===== config.mk =====
export PLATFORM = sky130hd
export DESIGN_NAME = pkt_ingress_fifo
export DESIGN_NICKNAME = d
export VERILOG_FILES = /design/src/rtl/pkt_ingress_fifo.sv
export SDC_FILE = /design/constraint.sdc
export NUM_CORES = 1
export LEC_CHECK = 0
export CORE_MARGIN = 1.5
export CORE_UTILIZATION = 50
export CTS_BUF_LIST = sky130_fd_sc_hd__clkbuf_4
export CTS_CLUSTER_SIZE = 20
export DETAILED_ROUTE_END_ITERATION = 8
export PLACE_DENSITY = 0.83
export SYNTH_ARGS = -nofsm -noshare
export SYNTH_HDL_FRONTEND = slang
export SYNTH_SLANG_ARGS = --single-unit
export TNS_END_PERCENT = 1

===== constraint.sdc =====
create_clock -name clk -period 4.75 [get_ports clk]
set_input_delay 0.95 -clock clk [delete_from_list [all_inputs] [get_ports clk]]
set_output_delay 0.95 -clock clk [all_outputs]
set_load 0.1 [all_outputs]

===== src/rtl/pkt_ingress_fifo.sv =====
// Packet ingress FIFO: valid/ready in and out, occupancy and accepted-packet counters.
// Optional per-entry even-parity checking is enabled by defining PKT_FIFO_PARITY_EN.
module pkt_ingress_fifo #(
    parameter int DATA_W = 8,
    parameter int DEPTH  = 8
) (
    input  logic                     clk,
    input  logic                     rst_n,
    input  logic                     in_valid,
    input  logic [DATA_W-1:0]        in_data,
    input  logic                     in_par,
    output logic                     in_ready,
    output logic                     out_valid,
    output logic [DATA_W-1:0]        out_data,
    input  logic                     out_ready,
    output logic                     out_par_err,
    output logic [$clog2(DEPTH):0]   count,
    output logic [15:0]              pkt_total
);

    localparam int AW = $clog2(DEPTH);
    localparam int CW = AW + 1;
    localparam logic [CW-1:0] FULL_COUNT = CW'(DEPTH);

    logic [AW-1:0]     wr_ptr_reg;
    logic [AW-1:0]     rd_ptr_reg;
    logic [CW-1:0]     count_reg;
    logic [15:0]       pkt_total_reg;
    logic [DATA_W-1:0] data_mem [DEPTH];
    logic              push;
    logic              pop;

    // Flow control looks only at the registered occupancy, never at out_ready.
    assign in_ready  = (count_reg != FULL_COUNT);
    assign out_valid = (count_reg != '0);
    assign push      = in_valid && in_ready;
    assign pop       = out_valid && out_ready;

    assign count     = count_reg;
    assign pkt_total = pkt_total_reg;

    // Pointers wrap naturally because DEPTH is a power of two.
    always_ff @(posedge clk or negedge rst_n) begin
        if (!rst_n) begin
            wr_ptr_reg    <= '0;
            rd_ptr_reg    <= '0;
            count_reg     <= '0;
            pkt_total_reg <= '0;
        end else begin
            if (push) begin
                wr_ptr_reg    <= wr_ptr_reg + 1'b1;
                pkt_total_reg <= pkt_total_reg + 16'd1;
            end
            if (pop) begin
                rd_ptr_reg <= rd_ptr_reg + 1'b1;
            end
            case ({push, pop})
                2'b10:   count_reg <= count_reg + 1'b1;
                2'b01:   count_reg <= count_reg - 1'b1;
                default: count_reg <= count_reg;
            endcase
        end
    end

    // Storage is not reset; the pointers alone define what is valid.
    always_ff @(posedge clk) begin
        if (push) begin
            data_mem[wr_ptr_reg] <= in_data;
        end
    end

    assign out_data = data_mem[rd_ptr_reg];

`ifdef PKT_FIFO_PARITY_EN
    logic par_mem [DEPTH];

    always_ff @(posedge clk) begin
        if (push) begin
            par_mem[wr_ptr_reg] <= in_par;
        end
    end

    assign out_par_err = out_valid && ((^out_data) != par_mem[rd_ptr_reg]);
`else
    logic unused_in_par;

    assign unused_in_par = in_par;
    assign out_par_err   = 1'b0;
`endif

endmodule


==> results.yml <==
outcome:
  outcome: "complete, no violations"
critical_path:
  critical_path_arrival_ps: 2630
  cp_data_required_time_ps: 3800
  critical_path_fanout_max: 18
  worst_r2r_path_depth: 8
  critPathLaunchType: "flop"
  criticalPathCategory: "reg2out"
  worstSetupEndpointType: "output pin"
placed_design:
  port_buffers: 41
  place_area_sq_um: 4290
  place.detailed.hpwl_microns: 4200
  gp_congestion: 0.726
route:
  drt_wl_total_microns: 6430
  post-route-drc-count: 0
  route.antenna.remaining_nets: 0
  detailedRoute.firstPassIterationCount: 4
  wl_per_cell_microns: 16.9
  vias: 2041
  drt_iter0_markers: 100
  vias_per_inst: 5.37
timing:
  final_max_slew_viols: 0
  rsz0062_at_grt: "no"
  maxClockFrequency_mhz: 279
  fin_crit_sh_pct: 75.4
  worstMarginPinSlew_ps: 1130
  worst_clock_skew_ps: 13.0
  finalHoldViolCount: 0
  tns_ps: 0
  period_needed_ps: 3580
  max_slew_margin_pct: 24.3
  setup_viol: 0
global_routing:
  grt_pass1_wl_microns: 10500
  gr-total-overflow: 0
  gr_usage_total_pct: 17.3
  grt_pass1_vias: 2038
  largest_net_degree_at_the_start_of_global_routing: 27
  number_of_antenna_violations_at_the_first_check_in_global_routing: 0
min_path:
  worst_hold_path_type: "reg2reg"
  min_delay_path_depth: 1
layout:
  fillerInstances: 561
  number_of_flip_flops_under_the_largest_register_name: 64
  design_area_sq_um: 4420
  area.sequential_sq_um: 2570
  area_of_the_multi_input_gates_sq_um: 1100
  area_growth_pct: 17.0
  insertedDiodeCount: 0
  finalNetCount: 297
  fraction_of_final_layout_cells_with_drive_strength_greater_than_1_pct: 21.0
clock_tree:
  postCtsSetupRepairBufs: 0
  cts_inserted_buffers: 9
  clock_path_buffers: 2
  post_cts_resize_count: 0
  tritoncts: "done"
  clkLatencyLatePin_ps: 430
  clock_sink_count: 90
  htree_levels: 3
  cts.reportedPaths.clkPinSlew_ps: 130
  cts_hold_repair.buffers: 0
  ctsRootBufferMaster: "sky130_fd_sc_hd__clkbuf_4"
floorplanning:
  die_height_microns: 89.9
  fp.dieW_microns: 89.9
  fp-row-count: 31
  floorplan_core_area_sq_um: 7290
  io-pin-count: 44
  dieArea_sq_um: 8090
  initial_core_util_pct: 51.8
synthesis:
  post-synth-top-area-cell: "sky130_fd_sc_hd__edfxtp_1"
  number_of_synthesized_register_bits: 90
  synthesis.area_per_instance_sq_um: 16.5
  synth.net_count: 249
  synth_compound_area_share_pct: 0.762
  synth.cell_area_sq_um: 3780
  post_synth_and_or_nand_nor_area_fraction_pct: 8.21
  postSynth.topFlopCell: "sky130_fd_sc_hd__edfxtp_1"
  post_synthesis_instance_total: 229
  ffs_w_async_s_r_synth_pct: 28.9
  synth_largest_type_area_fraction_pct: 50.9
  parity_gate_share_of_the_synthesized_area_counting_xor_and_xnor_cells_pct: 4.87
  largest_cells_by_area_after_synthesis: "sky130_fd_sc_hd__edfxtp_1 51%, sky130_fd_sc_hd__dfrtp_1 17%, sky130_fd_sc_hd__mux4_2 9.5%"
  post_synth_fa_ha_maj_area_fraction_pct: 2.52
  synth_edf_count: 64
  synth-warning-count: 0
  netlist-cell-type-count: 38
  synth.cells.most_frequent: "64 x sky130_fd_sc_hd__edfxtp_1, 26 x sky130_fd_sc_hd__dfrtp_1, 18 x sky130_fd_sc_hd__nand2_1"
  synth_sequential_area_ratio_pct: 68.1
  synthMuxAreaShare_pct: 12.5
  yosys.cell_count.top_type: "sky130_fd_sc_hd__edfxtp_1"
  synth_top_family_by_area: "multiplexers"
job:
  maxCapViolations: 0
## worst max-delay path, cell delays in order, from the launching register on
cell and delay (ps):
sky130_fd_sc_hd__dfrtp_1 1080, sky130_fd_sc_hd__mux4_2 610, sky130_fd_sc_hd__mux2_2 280, sky130_fd_sc_hd__buf_4 230
## final cells by class
type / instances / share of cell area [%]
Sequential cell: 90 / 58.2
Tap cell: 99 / 2.80
Timing Repair Buffer: 48 / 10.0
Clock inverter: 6 / 1.50
Clock buffer: 9 / 1.53
Multi-Input combinational cell: 117 / 24.9
Inverter: 11 / 1.05
## kinds of logic (layout without fill, tap and decap cells)
group / Yosys count / in the layout
mux: 26 / 26
fa+ha+maj: 7 / 7
xor+xnor: 21 / 21
simple gates: 57 / 57
buf+inv: 22 / 74
other cells: 1 / 1
compound gates: 5 / 5
flops: 90 / 90
## placed cells by master, fill, tap and decap left out, types with 4 or more instances in the layout
cell type and count:
sky130_fd_sc_hd__edfxtp_1 64, sky130_fd_sc_hd__clkdlybuf4s50_1 33, sky130_fd_sc_hd__dfrtp_1 26, sky130_fd_sc_hd__nand2_1 18, sky130_fd_sc_hd__mux4_2 16, sky130_fd_sc_hd__buf_4 15, sky130_fd_sc_hd__xnor2_1 12, sky130_fd_sc_hd__inv_1 10
sky130_fd_sc_hd__mux2_2 9, sky130_fd_sc_hd__nor3_1 9, sky130_fd_sc_hd__xor2_1 9, sky130_fd_sc_hd__clkbuf_4 9, sky130_fd_sc_hd__ha_1 6, sky130_fd_sc_hd__nor4_1 5, sky130_fd_sc_hd__nand3_1 5, sky130_fd_sc_hd__nor2_1 4
## routing by layer
metal | wire [microns] | GRT usage, %
met3 | 304 | 6.26
met4 | 50 | 4.76
met5 | 0 | 0
met1 | 2870 | 21.6
met2 | 3200 | 28.8
## metrics by stage
stage               cells  setup slack, ps  utilization [%]  hold slack [ps]
floorplan             229             1280                -              545
global placement      365             1580             58.8              460
detailed placement    365             1550             58.8              456
CTS                   380             1090             60.6              485
global route          380              929             60.6              503
finish                380             1170             60.6              481
## final timing paths
| kind | end | slack, ps | from |
|---|---|---|---|
| setup reg to reg | count[3] | 2000 | count[0] |
| hold reg to reg | pkt_total[15] | 480 | pkt_total[15] |
| setup / recovery | out_data[0] | 1170 | rd_ptr_reg[0] |
| max in group asynchronous | wr_ptr_reg[1] | 3630 | rst_n |
| hold / removal | pkt_total[15] | 480 | pkt_total[15] |
| min in group asynchronous | pkt_total[7] | 880 | rst_n |
Power is not shown: default switching activity piles up to over one toggle a cycle in this logic, so the estimate is an artifact.
